### src/rtl/switch.sv
// 4-port LFSR-fed packet switch with all 64 state flops on one mux-D scan chain.
// Latency: a packet lands in its out register 1 cycle after its LFSR state; scan_out0 is chain[63] after each edge.
// Backpressure: none; one port is written every functional cycle, no handshake.
module switch (
    input  logic clk,
    input  logic reset,
    input  logic scan_in0,
    input  logic scan_en,
    input  logic test_mode,
    output logic scan_out0
);

    logic [15:0] lfsr;
    logic [7:0]  out0, out1, out2, out3;
    logic [3:0]  cnt0, cnt1, cnt2, cnt3;

    logic        shift;
    logic        fb;
    logic [1:0]  dest;
    logic [7:0]  data;

    assign shift = test_mode & scan_en;
    assign fb    = lfsr[15] ^ lfsr[13] ^ lfsr[12] ^ lfsr[10];
    assign dest  = lfsr[9:8];
    assign data  = lfsr[7:0];

    // Shift has priority over reset so an in-flight scan load/unload is never corrupted.
    always_ff @(posedge clk) begin
        if (shift) begin
            {cnt3, cnt2, cnt1, cnt0, out3, out2, out1, out0, lfsr} <=
                {cnt3[2:0], cnt2, cnt1, cnt0, out3, out2, out1, out0, lfsr, scan_in0};
        end else if (reset) begin
            lfsr <= 16'hACE1;
            out0 <= 8'h00;
            out1 <= 8'h00;
            out2 <= 8'h00;
            out3 <= 8'h00;
            cnt0 <= 4'h0;
            cnt1 <= 4'h0;
            cnt2 <= 4'h0;
            cnt3 <= 4'h0;
        end else begin
            lfsr <= {lfsr[14:0], fb};
            case (dest)
                2'd0: begin
                    out0 <= data;
                    cnt0 <= cnt0 + 4'd1;
                end
                2'd1: begin
                    out1 <= data;
                    cnt1 <= cnt1 + 4'd1;
                end
                2'd2: begin
                    out2 <= data;
                    cnt2 <= cnt2 + 4'd1;
                end
                default: begin
                    out3 <= data;
                    cnt3 <= cnt3 + 4'd1;
                end
            endcase
        end
    end

    assign scan_out0 = cnt3[3];

endmodule

### config.mk
export PLATFORM = sky130hd
export DESIGN_NAME = switch
export DESIGN_NICKNAME = d
export VERILOG_FILES = /design/src/rtl/switch.sv
export SDC_FILE = /design/constraint.sdc
export NUM_CORES = 1
export LEC_CHECK = 0
export ABC_AREA = 1
export BUFFER_PORTS_ARGS = -buffer_cell sky130_fd_sc_hd__buf_2
export CAP_MARGIN = 10
export CORE_UTILIZATION = 60
export DETAILED_ROUTE_END_ITERATION = 16
export PLACE_DENSITY = 0.77
export SETUP_SLACK_MARGIN = 0.3
export SYNTH_ARGS = -nofsm -noshare
export SYNTH_HDL_FRONTEND = slang
export SYNTH_SLANG_ARGS = --single-unit
### constraint.sdc
create_clock -name clk -period 2.25 [get_ports clk]
set_input_delay 0.1125 -clock clk [delete_from_list [all_inputs] [get_ports clk]]
set_output_delay 0.1125 -clock clk [all_outputs]
set_load 0.03 [all_outputs]
# After elaboration in Yosys (flattened, before gate mapping)
# Index checks and enable logic that the tools add are counted.
dict set report totals {
  latch_bits 0
  n_memories 0
  input_bits 5
  ramBits 0
  register_bits 64
  out_inout_bits 1
  elab_cells 51
  mem_bits_ro 0
}
dict set report op_classes {
  muxes 26
  mul 0
  reduce_logical 5
  order_cmp 0
  add_sub_neg 4
  n_bitwise 4
  n_div 0
  eq_ne 3
  shift 0
}
# op n
set ops {}
lappend ops {{$mux W8} 12}
lappend ops {{$mux W4} 12}
lappend ops {{$mux W16} 2}
lappend ops {{$add A4 B1 Y4 const B} 4}
lappend ops {{$reduce_bool A3 Y1} 3}
lappend ops {{$ne A3 B1 Y1 const B} 1}
lappend ops {{$reduce_or A3 Y1} 1}
lappend ops {{$xor A1 B1 Y1} 3}
lappend ops {{$eq A2 B1 Y1 const B} 1}
lappend ops {{$eq A2 B2 Y1 const B} 1}
lappend ops {{$logic_not A2 Y1} 1}
lappend ops {{$and A1 B1 Y1} 1}

# Longest topological paths before layout
dict set report depth {
  word_depth 5
  ltp_mapped 7
  mapped_depth_nobuf 7
}

# Least setup slack after synthesis
# OpenSTA, ideal clock, no wires.
dict set report synth_path {
  path_kind {flip-flop to flip-flop}
  from {register lfsr[8]}
  to {register cnt1[0] (enable)}
  required_ns 1.852
  n_path_buf 0
  period_less_slack_ns 1.683
  setup_time_ns 0.398
  setup_slack_ns 0.567
  t_arrival_ns 1.285
  path_stages_with_launch 3
  path_cell_list {dfxtp_1 > inv_1 > o21ai_0}
}
dict set report synth_via {
  elab_chain_cells 2
}
# item line_no
set synth_lines {}
lappend synth_lines {{start, declared} 13} ;# logic [15:0] lfsr;
lappend synth_lines {{start signal, assigned} 30} ;# {cnt3, cnt2, cnt1, cnt0, out3, out2, out1, out0, lfsr} <=
lappend synth_lines {{start signal, assigned} 43} ;# lfsr <= {lfsr[14:0], fb};
lappend synth_lines {{$eq A2 B1 Y1} 44} ;# case (dest)
lappend synth_lines {{$reduce_bool A3 Y1 (no source line)} n/a}
lappend synth_lines {{end signal, assigned} 30}
lappend synth_lines {{end signal, assigned} 51} ;# cnt1 <= cnt1 + 4'd1;
lappend synth_lines {{end, declared} 15} ;# logic [3:0] cnt0, cnt1, cnt2, cnt3;
# No other way between the ends.
# A chain may end at the register's enable or synchronous reset.

# Final worst setup path
dict set report layout_path {
  from {register lfsr[9]}
  to {register out3[0] (enable)}
}
dict set report layout_via {
  elab_chain_cells 3
  elab_cells_between_ends 5
  classes_between {eq/ne: 3; reduce/logical: 2}
}
# item line_no
set layout_lines {}
lappend layout_lines {{$eq A2 B2 Y1, or another cell as far along} 44}
lappend layout_lines {{$reduce_or A3 Y1 (no source line) *} n/a}
lappend layout_lines {{$ne A3 B1 Y1 (no source line) *} n/a}
lappend layout_lines {{end signal, assigned} 30}
lappend layout_lines {{end signal, assigned} 58} ;# out3 <= data;
lappend layout_lines {{end, declared} 14} ;# logic [7:0] out0, out1, out2, out3;
# Every way passes the cells marked *; elsewhere a longest branch is shown, timed or not.

==> flow_summary.yaml <==
layout:
  layout_commonest_cell: "sky130_fd_sc_hd__nand2_1"
  drive_above_1_share_pct: 12.31
  sequential_cell_area_um2: 1762
  finalNetCount: 272
  multi_input_area_um2: 744.5
  finalNonFillerCells: 318
  layout.cells.most_common_list: "sky130_fd_sc_hd__nand2_1 (104), sky130_fd_sc_hd__edfxtp_1 (48), sky130_fd_sc_hd__inv_1 (18)"
  final.fill_count: 300
  flow.area_growth_from_synthesis_pct: 9.882
  num_antenna_cells: 0
global_route:
  groute.usage.overall_pct: 24.06
  grt_antenna_before_repair: 0
  global_route_wire_length_before_repair_mm: 7.686
  via_count_of_the_first_global_routing_pass: 1552
  globalRouteOverflowTotal: 0
  grt_start_max_net_pins: 47
critical_path:
  cell_by_cell_listing_of_the_critical_path: "inv_1 -> o21ai_1"
  worst_ep_required_time_ns: 2.20
  critical-path-top-delay-family: "compound AO/OA/AOI/OAI gates"
  cpPeakStageDelay_ns: 0.81
  worst-path-buf-inv: 1
  cp_slowest_cell: "sky130_fd_sc_hd__o21ai_1"
  critical_path.endpoint_type: "flop"
  path_max_fanout: 12
  cp.arrival_ns: 1.57
  worst_setup_path_start_kind: "flop"
  timing_worst_setup_path_type: "reg2reg"
route:
  route.detailed.wl_per_inst_um: 14.66
  drc: 0
  vias_per_cell: 5.286
  drt_wl_total_mm: 4.663
  drtAntennaViolNets: 0
  drtIter0Drc: 144
  drt_pre_antenna_iters: 4
  route.vias.total: 1681
status:
  outcome: "finished, final reports clean"
placed_design:
  placement.io_buffers: 5
  dp_worst_setup_slack_ns: 0.5912
  estimated_wirelength_of_the_detail_placed_design_mm: 2.989
  routabilityCongestion: 0.7871
  placedCellCount: 302
sta:
  max_clock_freq_ghz: 0.6176
  totalNegativeSetupSlack_ns: 0
  max_slew.worst_pin.slew_ns: 1.043
  rsz_0062_raised_after_global_routing: "false"
  final_max_tran_viols: 0
  slew_headroom_pct: 29.99
  finalCriticalPeriod_ns: 1.619
  worst_slack_ns: 0.6309
  min_period_over_period_pct: 71.96
  timing_hold_violations_final: 0
  finalSetupViolCount: 0
  fin_worst_skew_ns: 0.007435
pwr:
  p_leak_nw: 1.337
  ir_drop_worst_case_vdd_mv: 0.5338
  power.density_nw_per_um2: 962.0
yosys:
  synthAdderAreaFrac_pct: 1.891
  syn_nets: 260
  synth.distinct_cells: 22
  synth-seq-area-share_pct: 66.57
  synth-seq-cells: 64
  synth.yosys.warnings: 0
  dominant_combinational_cell_family_by_area_after_synthesis: "simple AND/OR/NAND/NOR gates"
  xor_xnor_portion_of_the_synthesized_cell_area_pct: 1.324
  postSynthCellCount: 251
  post_synthesis_cell_area_um2: 2646
  synth_mux_area_share_pct: 0
  yosys.area_share.simple_pct: 20.24
  synth_compound_gate_area_share_pct: 4.681
  syn-mean-instance-area_um2: 10.54
run:
  cap_viol_max_count: 0
min_path:
  hold_class: "in2reg"
die:
  horiz_die_dim_um: 68.41
  dieHeight_um: 68.41
  starting_density_of_the_core_pct: 64.31
  num_rows: 23
  fp.dieArea_um2: 4680
  boundaryPins: 6
  placeableCoreArea_um2: 4115
clocking:
  clock_sink_count: 64
  cts_tree: "built"
  cts-root-buf: "sky130_fd_sc_hd__clkbuf_8"
  clock_path_buffers: 2
  post_cts.repair.setup_buffers: 0
  cts_inserted_buffers: 9
  htree_num_levels: 3
  cts.repair.resized: 0
  clock_insertion_delay_worst_skew_ns: 0.33
  clk_pin_slew_ns: 0.07
  holdBufCountCts: 0
## metrics by stage
stage / power, mW / area [um^2] / util (%) / hold slack (ns)
global route: 2.938 / 2908 / 70.66 / 0.07595
finish: 2.797 / 2908 / 70.66 / 0.07150
floorplan: 1.764 / 2646 / - / 0.2960
detailed placement: 1.848 / 2703 / 65.67 / 0.3985
global placement: 1.840 / 2703 / 65.67 / 0.3933
CTS: 2.818 / 2908 / 70.66 / 0.05978
## sequential cells by signal (all words and copies together) (netlist names)
register  cells
cnt2          4
cnt1          4
lfsr         16
out3          8
cnt0          4
out1          8
out2          8
out0          8
cnt3          4
## final cells by class
cell class                      instances  share of cell area, %
Sequential cell                        64                  60.59
Inverter                               21                  2.969
Clock buffer                           15                  6.799
Multi-Input combinational cell        159                  25.60
Tap cell                               50                  2.151
Clock inverter                          1                 0.2582
Timing Repair Buffer                    8                  1.635
## power breakdown
group | total (mW) | leakage [nW] | internal [mW] | switching, mW
Combinational | 0.284 | 0.587 | 0.104 | 0.180
Clock | 0.973 | 0.101 | 0.559 | 0.414
Sequential | 1.54 | 0.650 | 1.46 | 0.0777
Total | 2.80 | 1.34 | 2.13 | 0.671
## path summary, 6_finish.rpt
path / depth (start not counted) / to / slack [ns] / from
setup / recovery: 2 / out3[0] / 0.63 / lfsr[9]
hold / removal: 4 / lfsr[0] / 0.07 / scan_in0
setup reg to reg: 2 / out3[0] / 0.63 / lfsr[9]
hold reg to reg: 2 / lfsr[12] / 0.41 / lfsr[11]
## cell usage after synthesis, drive strengths merged
master	n	area, um^2
ha	4	50.05
o22ai	3	18.77
xnor2	4	35.03
nand2	106	407.9
nor2	14	71.32
edfxtp	48	1441
o21ai	14	70.06
or2	5	31.28
inv	21	86.33
dfxtp	16	320.3
a22o	4	35.03
nand3	5	25.02
buf	7	53.80
## worst register-to-register path: cells and delay by family, from the launching register on
kind	cells	cell delay, ns
flip-flops	1	0.35
buffers and inverters	1	0.09
AO/OA/AOI/OAI	1	0.81
## routing by layer
layer / track usage [%] / vias to the layer above / routed length, um
met5: 0 / - / 0
met4: 8.594 / 0 / 63
met3: 7.500 / 9 / 329
met2: 35.17 / 48 / 2108
met1: 33.55 / 782 / 2162
li1: - / 842 / -
## kinds of logic (layout without fill, tap and decap cells)
family                     Yosys count  in the layout
AOI/OAI and AO/OA                   21             21
xor gates and xnor gates             4              4
adders and majority gates            4              4
DFF                                 64             64
and+or+nand+nor                    130            130
buffers and inverters               28             45
Note: power is estimated with default switching activity, not from simulation.
